[src/rtl/mux4to1_rr_arbiter_pkg.sv]
// Shared types and the round-robin pick helper for the four-way mux arbiter.
package mux_arb_pkg;

    localparam int NUM_REQ = 4;
    localparam int SEL_W   = 2;

    typedef enum logic {
        IDLE  = 1'b0,
        GRANT = 1'b1
    } state_t;

    typedef struct packed {
        logic             valid;
        logic [SEL_W-1:0] idx;
    } pick_t;

    // Circular search starting just after 'last'; bits set in 'mask' never win.
    // Walking from the farthest slot back to the nearest lets the nearest overwrite.
    function automatic pick_t rr_pick(input logic [NUM_REQ-1:0] req,
                                      input logic [SEL_W-1:0]   last,
                                      input logic [NUM_REQ-1:0] mask);
        pick_t            res;
        logic [SEL_W-1:0] idx;
        res = '0;
        for (int k = NUM_REQ; k >= 1; k--) begin
            idx = last + SEL_W'(k);
            if (req[idx] && !mask[idx]) begin
                res.valid = 1'b1;
                res.idx   = idx;
            end
        end
        return res;
    endfunction

endpackage

[src/rtl/mux4to1.sv]
// Plain 4:1 single-bit multiplexer.
module mux4to1 (
    input  logic [3:0] x,
    input  logic [1:0] c,
    output logic       y
);

    assign y = x[c];

endmodule

[src/rtl/mux4to1_rr_arbiter.sv]
// Round-robin arbiter with bounded hold time sharing one mux4to1 between four requesters.
module mux4to1_rr_arbiter
    import mux_arb_pkg::*;
#(
    parameter int MAX_HOLD = 8,
    parameter int NUM_REQ  = 4
) (
    input  logic               clk,
    input  logic               rst_n,
    input  logic [NUM_REQ-1:0] req,
    input  logic [NUM_REQ-1:0] data,
    output logic [NUM_REQ-1:0] gnt,
    output logic [SEL_W-1:0]   sel,
    output logic               y,
    output logic               y_vld
);

    localparam int HOLD_W = $clog2(MAX_HOLD + 1);
    localparam logic [HOLD_W-1:0] HOLD_MAX = HOLD_W'(MAX_HOLD);

    if (NUM_REQ != mux_arb_pkg::NUM_REQ) begin : g_bad_num_req
        $error("mux4to1_rr_arbiter: NUM_REQ must be 4");
    end
    if (MAX_HOLD < 1 || MAX_HOLD > 255) begin : g_bad_max_hold
        $error("mux4to1_rr_arbiter: MAX_HOLD must be in 1..255");
    end

    state_t              state, state_next;
    logic [NUM_REQ-1:0]  gnt_next;
    logic [SEL_W-1:0]    sel_next;
    logic [SEL_W-1:0]    last_owner, last_owner_next;
    logic [HOLD_W-1:0]   hold_cnt, hold_cnt_next;
    pick_t               pick_any, pick_excl;
    logic                mux_y;

    always_ff @(posedge clk or negedge rst_n) begin
        if (!rst_n) begin
            state      <= IDLE;
            gnt        <= '0;
            sel        <= '0;
            last_owner <= SEL_W'(NUM_REQ - 1);
            hold_cnt   <= '0;
        end else begin
            state      <= state_next;
            gnt        <= gnt_next;
            sel        <= sel_next;
            last_owner <= last_owner_next;
            hold_cnt   <= hold_cnt_next;
        end
    end

    always_comb begin
        state_next      = state;
        gnt_next        = gnt;
        sel_next        = sel;
        last_owner_next = last_owner;
        hold_cnt_next   = hold_cnt;

        pick_any  = rr_pick(req, last_owner, '0);
        // Forced release must never hand the grant straight back to the owner.
        pick_excl = rr_pick(req, last_owner, gnt);

        case (state)
            IDLE: begin
                if (pick_any.valid) begin
                    state_next      = GRANT;
                    gnt_next        = NUM_REQ'(1) << pick_any.idx;
                    sel_next        = pick_any.idx;
                    last_owner_next = pick_any.idx;
                    hold_cnt_next   = HOLD_W'(1);
                end
            end
            GRANT: begin
                if (!req[sel]) begin
                    if (pick_any.valid) begin
                        gnt_next        = NUM_REQ'(1) << pick_any.idx;
                        sel_next        = pick_any.idx;
                        last_owner_next = pick_any.idx;
                        hold_cnt_next   = HOLD_W'(1);
                    end else begin
                        state_next = IDLE;
                        gnt_next   = '0;
                    end
                end else if (hold_cnt == HOLD_MAX && pick_excl.valid) begin
                    gnt_next        = NUM_REQ'(1) << pick_excl.idx;
                    sel_next        = pick_excl.idx;
                    last_owner_next = pick_excl.idx;
                    hold_cnt_next   = HOLD_W'(1);
                end else if (hold_cnt != HOLD_MAX) begin
                    hold_cnt_next = hold_cnt + HOLD_W'(1);
                end
            end
            default: begin
                state_next = IDLE;
                gnt_next   = '0;
            end
        endcase
    end

    mux4to1 u_mux (
        .x (data),
        .c (sel),
        .y (mux_y)
    );

    assign y_vld = |gnt;
    assign y     = mux_y & y_vld;

endmodule

[config.mk]
export PLATFORM = sky130hd
export DESIGN_NAME = mux4to1_rr_arbiter
export DESIGN_NICKNAME = d
export VERILOG_FILES = /design/src/rtl/mux4to1_rr_arbiter_pkg.sv /design/src/rtl/mux4to1.sv /design/src/rtl/mux4to1_rr_arbiter.sv
export SDC_FILE = /design/constraint.sdc
export NUM_CORES = 1
export LEC_CHECK = 0
export CORE_MARGIN = 2
export CORE_UTILIZATION = 50
export DETAILED_ROUTE_END_ITERATION = 6
export GPL_TIMING_DRIVEN = 0
export PLACE_DENSITY = 0.83
export RECOVER_POWER = 25
export SYNTH_ARGS = -nofsm -noshare
export SYNTH_HDL_FRONTEND = slang
export SYNTH_SLANG_ARGS = --single-unit
[constraint.sdc]
create_clock -name clk -period 4.85 [get_ports clk]
set_input_delay 0.485 -clock clk [delete_from_list [all_inputs] [get_ports clk]]
set_output_delay 0.485 -clock clk [all_outputs]
set_load 0.02 [all_outputs]
==> summary.md <==
| Metric | Value |
|---|---|
| Final min period | `2.54 ns` |
| CTS Root Cell | `clkbuf_4` |
| Leakage | `0.000463 uW` |
| DR iter-0 viols | `26` |
| Fin. max-slew vios | `0` |
| Worst EP arrival | `between 2 and 2.5 ns` |
| Tcrit/Tclk final | `52.4%` |
| GR Overflow Total | `0` |
| Endpoint class of the critical path | `output port` |
| HP Class | `reg2reg` |
| Hpwl dp | `1770 um` |
| Number of synthesized flops with an enable pin | `0` |
| Final hold vios | `0` |
| Slew @ Worst Pin | `0.622 ns` |
| PortBufs | `17` |
| Post-synthesis sequential area ratio | `35.7%` |
| Post-Syn Instances | `104` |
| Clk_skew | `0.00544 ns` |
| Clk sinks | `13` |
| Run status | `finished, final reports clean` |
| Antenna viol nets, final | `0` |
| CTS tree | `done` |
| I/O pin cnt | `18` |
| Synth Register Bits | `13` |
| WP data required | `4.37 ns` |
| Top Usage Layer GRT | `met2` |
| Vias in the first global route | `about 890` |
| Area Growth Syn to Fin | `24.8%` |
| Via count | `944` |
| Mapped Nets | `116` |
| Full die area | `2190 um2` |
| # setup viols final | `0` |
| H-tree Lvls | `1` |
| Fmax achieved | `393 MHz` |
| Kind of critical path | `in2out` |
| Yosys top cell by area | `dfrtp_1` |
| Die H | `46.8 um` |
| Ys async rst share | `100%` |
| Grt met1 use | `about 33%` |
| Fraction of layout cells with a size suffix above 1 | `7.20%` |
| Count leader, synth | `dfrtp_1` |
| Met2 Use GR | `between 40% and 50%` |
| Fillers | `150` |
| Crit path launch type | `input port` |
| # DRC | `0` |
| Final TNS setup | `0 ns` |
| Synth area leaders | `dfrtp_1 30%, dfstp_2 5.7%, o21ai_0 4.9%` |
| Pin count of the biggest net entering global routing | `14` |
| Global Route met3 Usage | `~4.2%` |
| Num CTS Buffers | `3` |
| Placer Congestion | `between 0.9 and 1` |
| Slew HR | `58.3%` |
| Final core occ | `between 60% and 70%` |
| # Post-CTS Setup Buffers | `0` |
| Final WL | `2360 um` |
| Wire length per cell | `15.7 um` |
| Distinct cells, synth | `38` |
| Initial Util | `53.1%` |
| Core box area | `1730 um2` |
| CP max FO | `1` |
| Syn Area/Cell | `8.82 um2` |
| Mapped cell area | `917 um2` |
| Dominant synthesized flop cell | `dfrtp_1` |
| Max-Cap Viols | `0` |
| Drt pass-1 iters | `4` |
| Via density per instance | `6.29` |
| Post-CTS Hold Fix Bufs | `0` |
| Clock Latency Late Sink | `0.28 ns` |
| Chip width | `between 40 and 50 um` |
| Worst-path clk slew | `roughly 0.08 ns` |
| Commonest cells in the netlist | `11 x dfrtp_1, 10 x nand2_1, 9 x o21ai_0` |
| Initial antenna violation count | `0` |
| Total global-route track usage | `about 25%` |
| Yosys warnings | `0` |
| Site row count | `15` |
| RSZ-0062 raised after global routing | `no` |
| N_diodes | `0` |
| Top cell type's share of synthesized area | `between 30% and 40%` |
| Clock Path Buffers | `2` |
| First-pass GRT wire length | `3920 um` |
| Max VDD drop | `between 0.4 and 0.5 mV` |
| Layout net count | `138` |
| Post-cts resize count | `0` |
| PwrDens | `639 nW/um2` |
==> placed cells by master (no fill, tap or decap), drive strengths merged, types with 3 or more instances in the layout <==
master,n
a211oi,3
a21oi,4
a31oi,3
and2,3
clkbuf,5
clkdlybuf4s50,16
dfrtp,11
inv,5
nand2,11
nand2b,5
nand3,3
nand3b,4
nor2,5
nor2b,4
o21ai,10
or4,3
==> cell families (layout without fill, tap and decap cells) <==
| group | Yosys count | after routing | synth area share (%) |
|---|---|---|---|
| buffers and inverters | 8 | 29 | 3.82 |
| adders and majority gates | 2 | 2 | 2.73 |
| and+or+nand+nor | 43 | 43 | 25.6 |
| AOI/OAI and AO/OA | 34 | 34 | 24.6 |
| muxes | 4 | 4 | 7.50 |
| DFF | 13 | 13 | 35.7 |
==> critical path, cell delays in order <==
cell and delay (ns):
clkdlybuf4s50_1 0.40, mux4_1 0.48, and2_1 0.16, clkdlybuf4s50_1 0.53
==> final cells by class <==
class                      count  area (um2)  area share (%)
multi-input combinational     83         554            48.4
tap                           25        31.3            2.73
clock buffer                   4        26.3            2.30
timing repair buffer          17         170            14.9
buffer                         3        16.3            1.42
inverter                       5        18.8            1.64
sequential                    13         328            28.6
==> where the power goes <==
group / leakage [uW] / internal, uW / switching [uW]
registers: 0.000154 / 164 / 58.5
logic: 0.000295 / 203 / 240
clock network: 0.0000150 / 31.9 / 34.6
total: 0.000463 / 399 / 333
==> path summary, 6_finish.rpt <==
check,cells past startpoint,to,start,slack (ns)
worst max-delay path,4,y,data[1],2.31
worst min-delay path,1,hold_cnt[3],hold_cnt[3],0.50
worst max register to register,7,gnt[2],hold_cnt[0],2.87
worst min register to register,1,hold_cnt[3],hold_cnt[3],0.50
max in group asynchronous,1,hold_cnt[0],rst_n,3.83
min in group asynchronous,1,state,rst_n,0.64
==> through the flow <==
step                area (um2)  setup slack (ns)  power, uW  hold WS, ns  cells
floorplan                  917              2.98        507        0.189    104
global placement          1120              2.33        641        0.468    146
detailed placement        1120              2.30        658        0.480    146
CTS                       1140              2.30        729        0.489    150
global route              1140              2.26        786        0.519    150
finish                    1140              2.31        732        0.498    150
==> registers in the layout, summed over array words and instances (netlist names) <==
signal / cells
sel: 2
gnt: 4
hold_cnt: 4
last_owner: 2
state: 1
==> metal layers <==
| metal | share of wire, % | wire length [um] |
|---|---|---|
| met1 | 44 | 1050 |
| met2 | 48 | 1130 |
| met3 | 6.5 | 154 |
| met4 | 0.93 | 22 |
| met5 | 0 | 0 |
Power figures use the tool's default switching activity.
